==> src/rtl/ineq_pkg.sv <==
// ---------------------------------------------------------------------------
// ineq_pkg
// Shared definitions for the Inequality self-test scanner.
//   - state_t    : scanner FSM states (idle, apply, sample, done)
//   - NUM_W      : width of the stimulus NUM bus
//   - OUT_W      : width of the OUT result bus
//   - VEC_COUNT  : number of stimulus vectors (all NUM values)
//   - ERR_W      : width of the error counter (must hold VEC_COUNT)
//   - INEQ_EXP2/1/0 : default golden truth tables, bit n = expected OUT[k]
//                     when NUM = n
// ---------------------------------------------------------------------------
package ineq_pkg;

    localparam int NUM_W     = 4;
    localparam int OUT_W     = 3;
    localparam int VEC_COUNT = 16;
    localparam int ERR_W     = 5;

    localparam logic [VEC_COUNT-1:0] INEQ_EXP2 = 16'hFF00;
    localparam logic [VEC_COUNT-1:0] INEQ_EXP1 = 16'h5555;
    localparam logic [VEC_COUNT-1:0] INEQ_EXP0 = 16'h0007;

    // Literals carry an ST_ prefix so they never collide with same-named
    // ports (DONE) in modules that import this package.
    typedef enum logic [1:0] {
        ST_IDLE   = 2'd0,
        ST_APPLY  = 2'd1,
        ST_SAMPLE = 2'd2,
        ST_DONE   = 2'd3
    } state_t;

endpackage

==> src/rtl/ineq_settle_timer.sv <==
// ---------------------------------------------------------------------------
// ineq_settle_timer
// Loadable down-counter. Loading with N (N >= 1) makes 'expired' assert
// after the counter has been enabled for N cycles, i.e. a holder that waits
// on 'expired' stays put for exactly N cycles including the load cycle's
// successor.
// Ports:
//   clk        : rising-edge clock
//   rst        : asynchronous active-high reset (counter -> 0)
//   load       : load the counter with load_value-1
//   load_value : number of cycles to wait (1..2**CNT_W-1)
//   enable     : count down while high
//   expired    : high when the count has reached zero
// ---------------------------------------------------------------------------
module ineq_settle_timer #(
    parameter int CNT_W = 4
) (
    input  logic             clk,
    input  logic             rst,
    input  logic             load,
    input  logic [CNT_W-1:0] load_value,
    input  logic             enable,
    output logic             expired
);

    logic [CNT_W-1:0] count;

    // Loading with value-1 lets the first held cycle count as one of the N.
    always_ff @(posedge clk or posedge rst) begin
        if (rst) begin
            count <= '0;
        end else if (load) begin
            count <= load_value - 1'b1;
        end else if (enable && (count != '0)) begin
            count <= count - 1'b1;
        end
    end

    assign expired = (count == '0);

endmodule

==> src/rtl/inequality_scanner.sv <==
// ---------------------------------------------------------------------------
// inequality_scanner
// In-system stimulus driver and checker for the combinational Inequality
// block. On START it steps NUM through 0..15, holds each value for SETTLE
// cycles, samples OUT for one cycle and compares it against the golden
// truth tables EXP2/EXP1/EXP0.
// Optional build macro: INEQ_FAIL_MASK_EN adds the FAIL_MASK output.
// Ports:
//   CLK             : rising-edge clock
//   RESET           : asynchronous active-high reset
//   START           : begin a scan (honoured only in idle or done)
//   OUT             : result from the Inequality instance under test
//   NUM             : registered stimulus to the Inequality instance
//   BUSY            : scan in progress (apply or sample)
//   DONE            : scan finished, results valid
//   PASS            : done with zero mismatching vectors
//   ERR_COUNT       : number of mismatching vectors (0..16)
//   FIRST_FAIL_NUM  : NUM of the first mismatching vector, 0 if none
//   FIRST_FAIL_BITS : OUT xor expected at the first failure, 0 if none
//   FAIL_MASK       : (INEQ_FAIL_MASK_EN only) bit n set if vector n failed
// ---------------------------------------------------------------------------
module inequality_scanner
    import ineq_pkg::*;
#(
    parameter int                   SETTLE = 1,
    parameter logic [VEC_COUNT-1:0] EXP2   = INEQ_EXP2,
    parameter logic [VEC_COUNT-1:0] EXP1   = INEQ_EXP1,
    parameter logic [VEC_COUNT-1:0] EXP0   = INEQ_EXP0
) (
    input  logic             CLK,
    input  logic             RESET,
    input  logic             START,
    input  logic [OUT_W-1:0] OUT,
    output logic [NUM_W-1:0] NUM,
    output logic             BUSY,
    output logic             DONE,
    output logic             PASS,
    output logic [ERR_W-1:0] ERR_COUNT,
    output logic [NUM_W-1:0] FIRST_FAIL_NUM,
    output logic [OUT_W-1:0] FIRST_FAIL_BITS
`ifdef INEQ_FAIL_MASK_EN
    ,
    output logic [VEC_COUNT-1:0] FAIL_MASK
`else
    // Default build: no per-vector failure mask port.
`endif
);

    localparam logic [NUM_W-1:0] LAST_NUM = NUM_W'(VEC_COUNT - 1);
    localparam logic [ERR_W-1:0] ERR_MAX  = ERR_W'(VEC_COUNT);
    localparam logic [3:0]       SETTLE_V = 4'(SETTLE);

    state_t           state;
    state_t           next_state;
    logic             timer_load;
    logic             timer_en;
    logic             timer_expired;
    logic             scan_start;
    logic             do_sample;
    logic             first_seen;
    logic [OUT_W-1:0] expected_bits;
    logic [OUT_W-1:0] mism;

    ineq_settle_timer #(
        .CNT_W (4)
    ) u_settle (
        .clk        (CLK),
        .rst        (RESET),
        .load       (timer_load),
        .load_value (SETTLE_V),
        .enable     (timer_en),
        .expired    (timer_expired)
    );

    // State register.
    always_ff @(posedge CLK or posedge RESET) begin
        if (RESET) begin
            state <= ST_IDLE;
        end else begin
            state <= next_state;
        end
    end

    // Next-state and control strobes. The timer is reloaded on every entry
    // to apply, so each vector gets a fresh SETTLE-cycle hold.
    always_comb begin
        next_state = state;
        timer_load = 1'b0;
        timer_en   = 1'b0;
        scan_start = 1'b0;
        do_sample  = 1'b0;
        case (state)
            ST_IDLE, ST_DONE: begin
                if (START) begin
                    next_state = ST_APPLY;
                    timer_load = 1'b1;
                    scan_start = 1'b1;
                end
            end
            ST_APPLY: begin
                timer_en = 1'b1;
                if (timer_expired) begin
                    next_state = ST_SAMPLE;
                end
            end
            ST_SAMPLE: begin
                do_sample = 1'b1;
                if (NUM == LAST_NUM) begin
                    next_state = ST_DONE;
                end else begin
                    next_state = ST_APPLY;
                    timer_load = 1'b1;
                end
            end
            default: begin
                next_state = ST_IDLE;
            end
        endcase
    end

    // Golden lookup for the vector currently on NUM.
    always_comb begin
        expected_bits = {EXP2[NUM], EXP1[NUM], EXP0[NUM]};
        mism          = OUT ^ expected_bits;
    end

    // Scan datapath: stimulus, error count, first-failure capture and the
    // registered pass flag, which only becomes true on entry to done.
    always_ff @(posedge CLK or posedge RESET) begin
        if (RESET) begin
            NUM             <= '0;
            PASS            <= 1'b0;
            ERR_COUNT       <= '0;
            FIRST_FAIL_NUM  <= '0;
            FIRST_FAIL_BITS <= '0;
            first_seen      <= 1'b0;
        end else if (scan_start) begin
            NUM             <= '0;
            PASS            <= 1'b0;
            ERR_COUNT       <= '0;
            FIRST_FAIL_NUM  <= '0;
            FIRST_FAIL_BITS <= '0;
            first_seen      <= 1'b0;
        end else if (do_sample) begin
            if (mism != '0) begin
                if (ERR_COUNT != ERR_MAX) begin
                    ERR_COUNT <= ERR_COUNT + 1'b1;
                end
                if (!first_seen) begin
                    first_seen      <= 1'b1;
                    FIRST_FAIL_NUM  <= NUM;
                    FIRST_FAIL_BITS <= mism;
                end
            end
            if (NUM == LAST_NUM) begin
                PASS <= (ERR_COUNT == '0) && (mism == '0);
            end else begin
                NUM <= NUM + 1'b1;
            end
        end
    end

`ifdef INEQ_FAIL_MASK_EN
    // Per-vector failure map, cleared on each new scan.
    always_ff @(posedge CLK or posedge RESET) begin
        if (RESET) begin
            FAIL_MASK <= '0;
        end else if (scan_start) begin
            FAIL_MASK <= '0;
        end else if (do_sample && (mism != '0)) begin
            FAIL_MASK[NUM] <= 1'b1;
        end
    end
`endif

    assign BUSY = (state == ST_APPLY) || (state == ST_SAMPLE);
    assign DONE = (state == ST_DONE);

endmodule

==> config.mk <==
export PLATFORM = sky130hd
export DESIGN_NAME = inequality_scanner
export DESIGN_NICKNAME = d
export VERILOG_FILES = /design/src/rtl/ineq_pkg.sv /design/src/rtl/ineq_settle_timer.sv /design/src/rtl/inequality_scanner.sv
export SDC_FILE = /design/constraint.sdc
export NUM_CORES = 1
export LEC_CHECK = 0
export CORE_MARGIN = 8
export CORE_UTILIZATION = 52
export DETAILED_ROUTE_END_ITERATION = 8
export PLACE_DENSITY = 0.81
export SLEW_MARGIN = 20
export SYNTH_ARGS = -nofsm -noshare
export SYNTH_HDL_FRONTEND = slang
export SYNTH_SLANG_ARGS = --single-unit
==> constraint.sdc <==
create_clock -name CLK -period 2.07 [get_ports CLK]
set_input_delay 0.414 -clock CLK [delete_from_list [all_inputs] [get_ports CLK]]
set_output_delay 0.414 -clock CLK [all_outputs]
set_load 0.1 [all_outputs]
### Yosys cells after proc, flatten, opt, wreduce, memory -nomap -nowiden

Memory sizes are Yosys's and may differ from the RTL's.
Cells that the tools add are included.

| cells by class | value |
|---|---|
| $add $sub $neg | 3 |
| $lt $le $gt $ge | 1 |
| eq/ne operators | 9 |
| muxes and demuxes | 36 |
| bitwise logic cells | 1 |
| reduce and logical (&&, ||, !) cells | 21 |

Operators with widths:

| cell | count |
|---|---|
| $mux 4 | 9 |
| $mux 5 | 4 |
| $mux 1 | 14 |
| $mux 3 | 4 |
| $reduce_bool 2->1 | 5 |
| $ne 2x2->1 const B | 4 |
| $reduce_and 2->1 | 4 |
| $mux 2 | 3 |
| $pmux 2 s3 | 1 |
| $reduce_and 3->1 | 2 |
| $add 5x1->5 const B | 1 |
| $logic_not 5->1 | 1 |
| $lt 4x5->1 const B | 1 |
| $ne 5x5->1 const B | 1 |
| $add 4x1->4 const B | 1 |
| $eq 2x2->1 const B | 2 |
| $eq 4x4->1 const B | 1 |
| $logic_not 4->1 | 1 |
| $reduce_bool 4->1 | 1 |
| $sub 4x1->4 const B | 1 |
| $logic_not 3->1 | 1 |
| $reduce_bool 3->1 | 1 |
| $xor 3x3->3 | 1 |
| $eq 2x1->1 const B | 1 |
| other kinds (5) | 6 |

| storage, ports and cells | value |
|---|---|
| register bits after elaboration | 24 |
| memory bits (read-only) | 48 |
| bits of input ports | 6 |
| word-level logic and storage cells | 82 |
| memories | 3 |

Memory list:

| memory | depth | width | rd ports | clocked after memory_dff | write ports | RTL line | text |
|---|---|---|---|---|---|---|---|
| (name not given) | 16 | 1 | 1 | 0 | 0 | inequality_scanner.sv:123 | `expected_bits = {EXP2[NUM], EXP1[NUM], EXP0[NUM]};` |
| (name not given) | 16 | 1 | 1 | 0 | 0 | inequality_scanner.sv:123 |  |
| (name not given) | 16 | 1 | 1 | 0 | 0 | inequality_scanner.sv:123 |  |

### Depth between registers and ports, before layout

| logic depth | value |
|---|---|
| depth after elaboration | 8 |
| gate-level depth with buffers | 7 |
| mapped depth without buffers | 7 |

### Cells and area by module

From an unflattened synthesis, not the netlist that was laid out.

| second synthesis, totals | value |
|---|---|
| cell total of the unflattened synthesis | 157 |
| area total of the unflattened synthesis | 1492.7 sq um |

Modules (own cells, without submodules):

| module | times used | cells an instance | area an instance (sq um) |
|---|---|---|---|
| inequality_scanner | 1 | 131 | 1226.2 |
| ineq_settle_timer | 1 | 26 | 266.5 |

### Worst setup path before layout

No wires, ideal clock.

| timing path | value |
|---|---|
| kind | reg2reg |
| start | register NUM[0] |
| end | register ERR_COUNT[3] |
| data arrival time | 2.382 ns |
| data required time | 1.994 ns |
| slack | -0.388 ns |
| cell stages (with the launch flop) | 8 |
| buffers on the path | 0 |
| period minus slack after synthesis | 2.458 ns |
| cells stage by stage | dfrtp_1 ha_1 inv_1 ha_1 nor2b_2 xnor2_4 a2111o_1 o21ai_2 |

| between the ends | value |
|---|---|
| word-level cells in the longest chain between the ends | 6 |
| elaborated cells between the ends (all ways) | 10 |

Ends and longest elaborated chain:

| item | RTL line | text |
|---|---|---|
| start, declared | inequality_scanner.sv:34 | `output logic [NUM_W-1:0] NUM,` |
| start signal, assigned | inequality_scanner.sv:158 | `NUM <= NUM + 1'b1;` |
| $mem_v2 16x1 | - |  |
| $mux 1 (implied by the code) | inequality_scanner.sv:123 |  |
| $xor 3x3->3 (*) | inequality_scanner.sv:124 | `mism = OUT ^ expected_bits;` |
| $reduce_bool 3->1 (*) | inequality_scanner.sv:145 | `if (mism != '0) begin` |
| $reduce_bool 2->1 (no source line) (*) | - |  |
| $reduce_and 3->1 (no source line) (*) | - |  |
| end signal, assigned | inequality_scanner.sv:147 | `ERR_COUNT <= ERR_COUNT + 1'b1;` |
| end, declared | inequality_scanner.sv:38 | `output logic [ERR_W-1:0] ERR_COUNT,` |

Every way passes the cells marked *; elsewhere a longest branch is shown, timed or not. The select of a mux whose other input is x is not followed.
A chain may end at the register's enable or synchronous reset.

### Worst setup path in the final report

| timing path | value |
|---|---|
| start | register NUM[0] |
| end | register ERR_COUNT[1] |

The elaborated chain is that of the path after synthesis.

==> results.md <==
Status:
- The flow ran to the end, and the final reports show no timing, DRC or antenna violations.

STA:
- The count of final hold-check violations is 0.
- The setup violation total in the final timing report is 0.
- The smallest clock period supported by the final layout is computed as 1940 ps.
- The final clock skew is 2.65 ps.
- The number of slew-limit violations in the final report was 0.
- For the pin with the worst max-slew slack, the measured transition is 553 ps.
- The worst pin sits at a relative slew slack of 63.2%.
- The share of the clock period used by the worst path after layout is 93.8%.
- Setup repair after global routing left no endpoint under its margin.
- After routing, the total negative slack on setup checks comes to 0 ps.
- The maximum clock frequency is 0.515 GHz.

Logic synthesis:
- Yosys mapped a number of flops with a built-in enable equal to 0.
- The synthesized netlist net count is 161.
- Synthesis instantiated 34 different standard cells from the library.
- The register area share after synthesis is 43.0%.
- The number of warnings reported in the yosys synthesis log is 0.
- The largest area contributor in the synthesized netlist is dfrtp_1.
- Among all flip-flop cells after synthesis, the most frequent one is dfrtp_1.
- A synthesized cell averages 9.64 um2.
- The synthesized instance count is 145.
- The top cell type's share of synthesized area is 43.0%.
- After synthesis, the share of flip-flops with an asynchronous set or reset is 100%.
- The synthesized netlist occupies a cell area of 1400 um2.
- Sorting the synthesized cells by area gives the leading types as dfrtp_1 (43%), ha_1 (9.0%), nand2_1 (6.7%), mux2i_1 (5.0%), a21oi_1 (3.6%).
- The synthesis-stage register bit count is 24.

Drt:
- The antenna violation net count after detailed routing is 0.
- The detailed-route wire length per cell is 14.6 um.
- Summed over all layers, the routed wires come to 2950 um.
- After detailed routing, the number of remaining DRC violations is 0.
- Using the TritonRoute via totals, the vias-per-cell ratio works out to 5.51.
- The number of DRC markers in iteration 0 is 51.
- Before antenna repair, the detailed router went through 4 iterations.
- The final route contains 1113 vias.

Finish:
- At the end of the flow, the number of nets in the layout was 188.
- The top cell types in the final layout, fill and taps aside, are nand2_1 (25), dfrtp_1 (20), buf_4 (19), inv_1 (13).
- The area growth from synthesis to layout is 21.2%.
- The post-layout utilization of the core is 63.6%.
- Fill cells in the final layout number 232.
- The share of cells above drive strength 1 is 22.2%.
- The antenna diode count is 0.
- The library cell used most frequently in the layout, excluding fill and tap cells, is nand2_1.

Placed design:
- The congestion estimate from routability-driven global placement came to 0.803.
- The HPWL after detailed placement is 2240 um.
- The number of I/O port buffers is 24.

Critical path:
- The critical path in this run is classified as register to register.
- The startpoint type of the worst setup path is a register.
- The worst endpoint data arrival time is 2190 ps.
- At the worst endpoint, the required time is 2320 ps.
- The launching instance or port of the critical path is NUM[0].
- The worst-path maximum fanout is 10.
- The worst register-to-register path begins at NUM[0].
- STA classifies the critical path endpoint as a register.

Global routing:
- The global router's overall resource usage is 14.3%.
- After global routing the overflow that remains totals 0.
- The number of antenna violations at the first check in global routing is 0.
- The first global-routing pass estimated 5170 um of wire.
- The number of global-route vias before repair is 1104.
- Entering global routing, the biggest net connects 25 pins.

Clocking:
- The post-CTS setup repair buffer count is 0.
- For this design, the CTS-stage hold fixing added 0 buffers.
- After clock tree synthesis, the clock-pin slew on the worst setup and hold paths is 130 ps.
- The deepest level of the CTS H-tree is 1.
- The cell chosen for the clock root is clkbuf_4.
- The clock tree from TritonCTS is done.
- The number of gates resized after CTS was 0.
- The number of buffers added by the clock tree synthesis step is 3.
- The clock passes through at most 2 buffers.
- The total clock sinks is 24.
- For the worst-skew pair, the clock arrives at the later sink with an insertion delay of 320 ps.

Floorplanning:
- From bottom edge to top edge, the die measures 67.8 um.
- In this run the count of I/O pins placed on the die edge is 25.
- The initial utilization of the core area, before any placement, comes to 52.5%.
- The area of the core is 2660 um2.
- The floorplan has 19 rows.
- The floorplan step set the die width to 67.8 um.
- The floorplan die area is 4600 um2.

Hold path:
- The path class of the tightest hold or removal check is primary input to async pin.

Power:
- The peak ir drop on the vdd network is 1600 uV.
- The total power draw is 2.36 mW.
- For this design the static power due to leakage is 0.771 nW.
- Power spread over the standard cell area amounts to 1390 nW/um2.

Run:
- The max capacitance violation total is 0.
## logic make-up after synthesis
group / count (synthesis) / share of synthesized area, %
AND/OR/NAND/NOR: 51 / 17.7
AO/OA/AOI/OAI: 30 / 15.6
flip-flops: 24 / 43.0
buffers and inverters: 17 / 4.66
adder cells (fa/ha/maj): 10 / 8.95
multiplexers: 7 / 5.01
XOR/XNOR: 6 / 5.10
## registers in the layout, indices dropped and copies added, names as in the netlist
name / flops
ERR_COUNT: 5
FIRST_FAIL_BITS: 3
FIRST_FAIL_NUM: 4
NUM: 4
PASS: 1
first_seen: 1
state: 2
u_settle.count: 4
## layer usage
layer  vias up  part of all wire, %  routed length [um]  track usage, %
met3         4                  5.2                 154            2.62
met4         0                  1.0                  31            5.12
li1        546                    -                   -               -
met1       545                   42                1250            17.5
met2        18                   51                1520            24.6
met5         -                    0                   0               0
## worst paths after layout
check	endpoint	slack (ps)	cells after the start
worst max register to register	ERR_COUNT[1]	130	7
worst max-delay path	ERR_COUNT[1]	130	7
min in group CLK	first_seen	500	1
max in group asynchronous	ERR_COUNT[0]	1390	3
worst min register to register	first_seen	500	1
worst min-delay path	u_settle.count[2]	420	3
## worst max-delay path, stage by stage (launching register included)
cell and delay, ps:
dfrtp_4 540, ha_1 250, inv_1 70, ha_1 130, nor2b_4 180, xnor2_4 150, a211oi_4 330, mux2i_1 230
## Yosys cell counts (all sizes together), types with 2 or more instances
library cell / n
a2111o: 2
a211oi: 4
a21oi: 11
clkbuf: 4
dfrtp: 24
ha: 10
inv: 13
mux2i: 7
nand2: 25
nand2b: 2
nand3: 4
nand4: 3
nor2: 10
o21ai: 10
or3: 2
xnor2: 4
xor2: 2
## stage by stage
stage               worst slack (ps)  instances  area (um2)  hold slack (ps)
finish                           128        202        1690              417
global route                    21.3        202        1690              454
detailed placement               134        198        1660              477
CTS                             84.8        202        1690              434
floorplan                       53.3        145        1410              429
global placement                 221        198        1660              474
## power by group
group,switching (mW),internal [mW]
combinational,1.07,0.400
clock,0.145,0.0755
sequential,0.0965,0.572
## layout make-up
class	count	area (um2)	share of cell area, %
clock buffers	4	26.3	1.55
inverters	13	48.8	2.88
multi-input cells	104	737	43.5
flip-flops and latches	24	611	36.0
well taps	31	38.8	2.29
repair buffers	26	233	13.7
No activity file was read; power rests on OpenSTA's default activity.
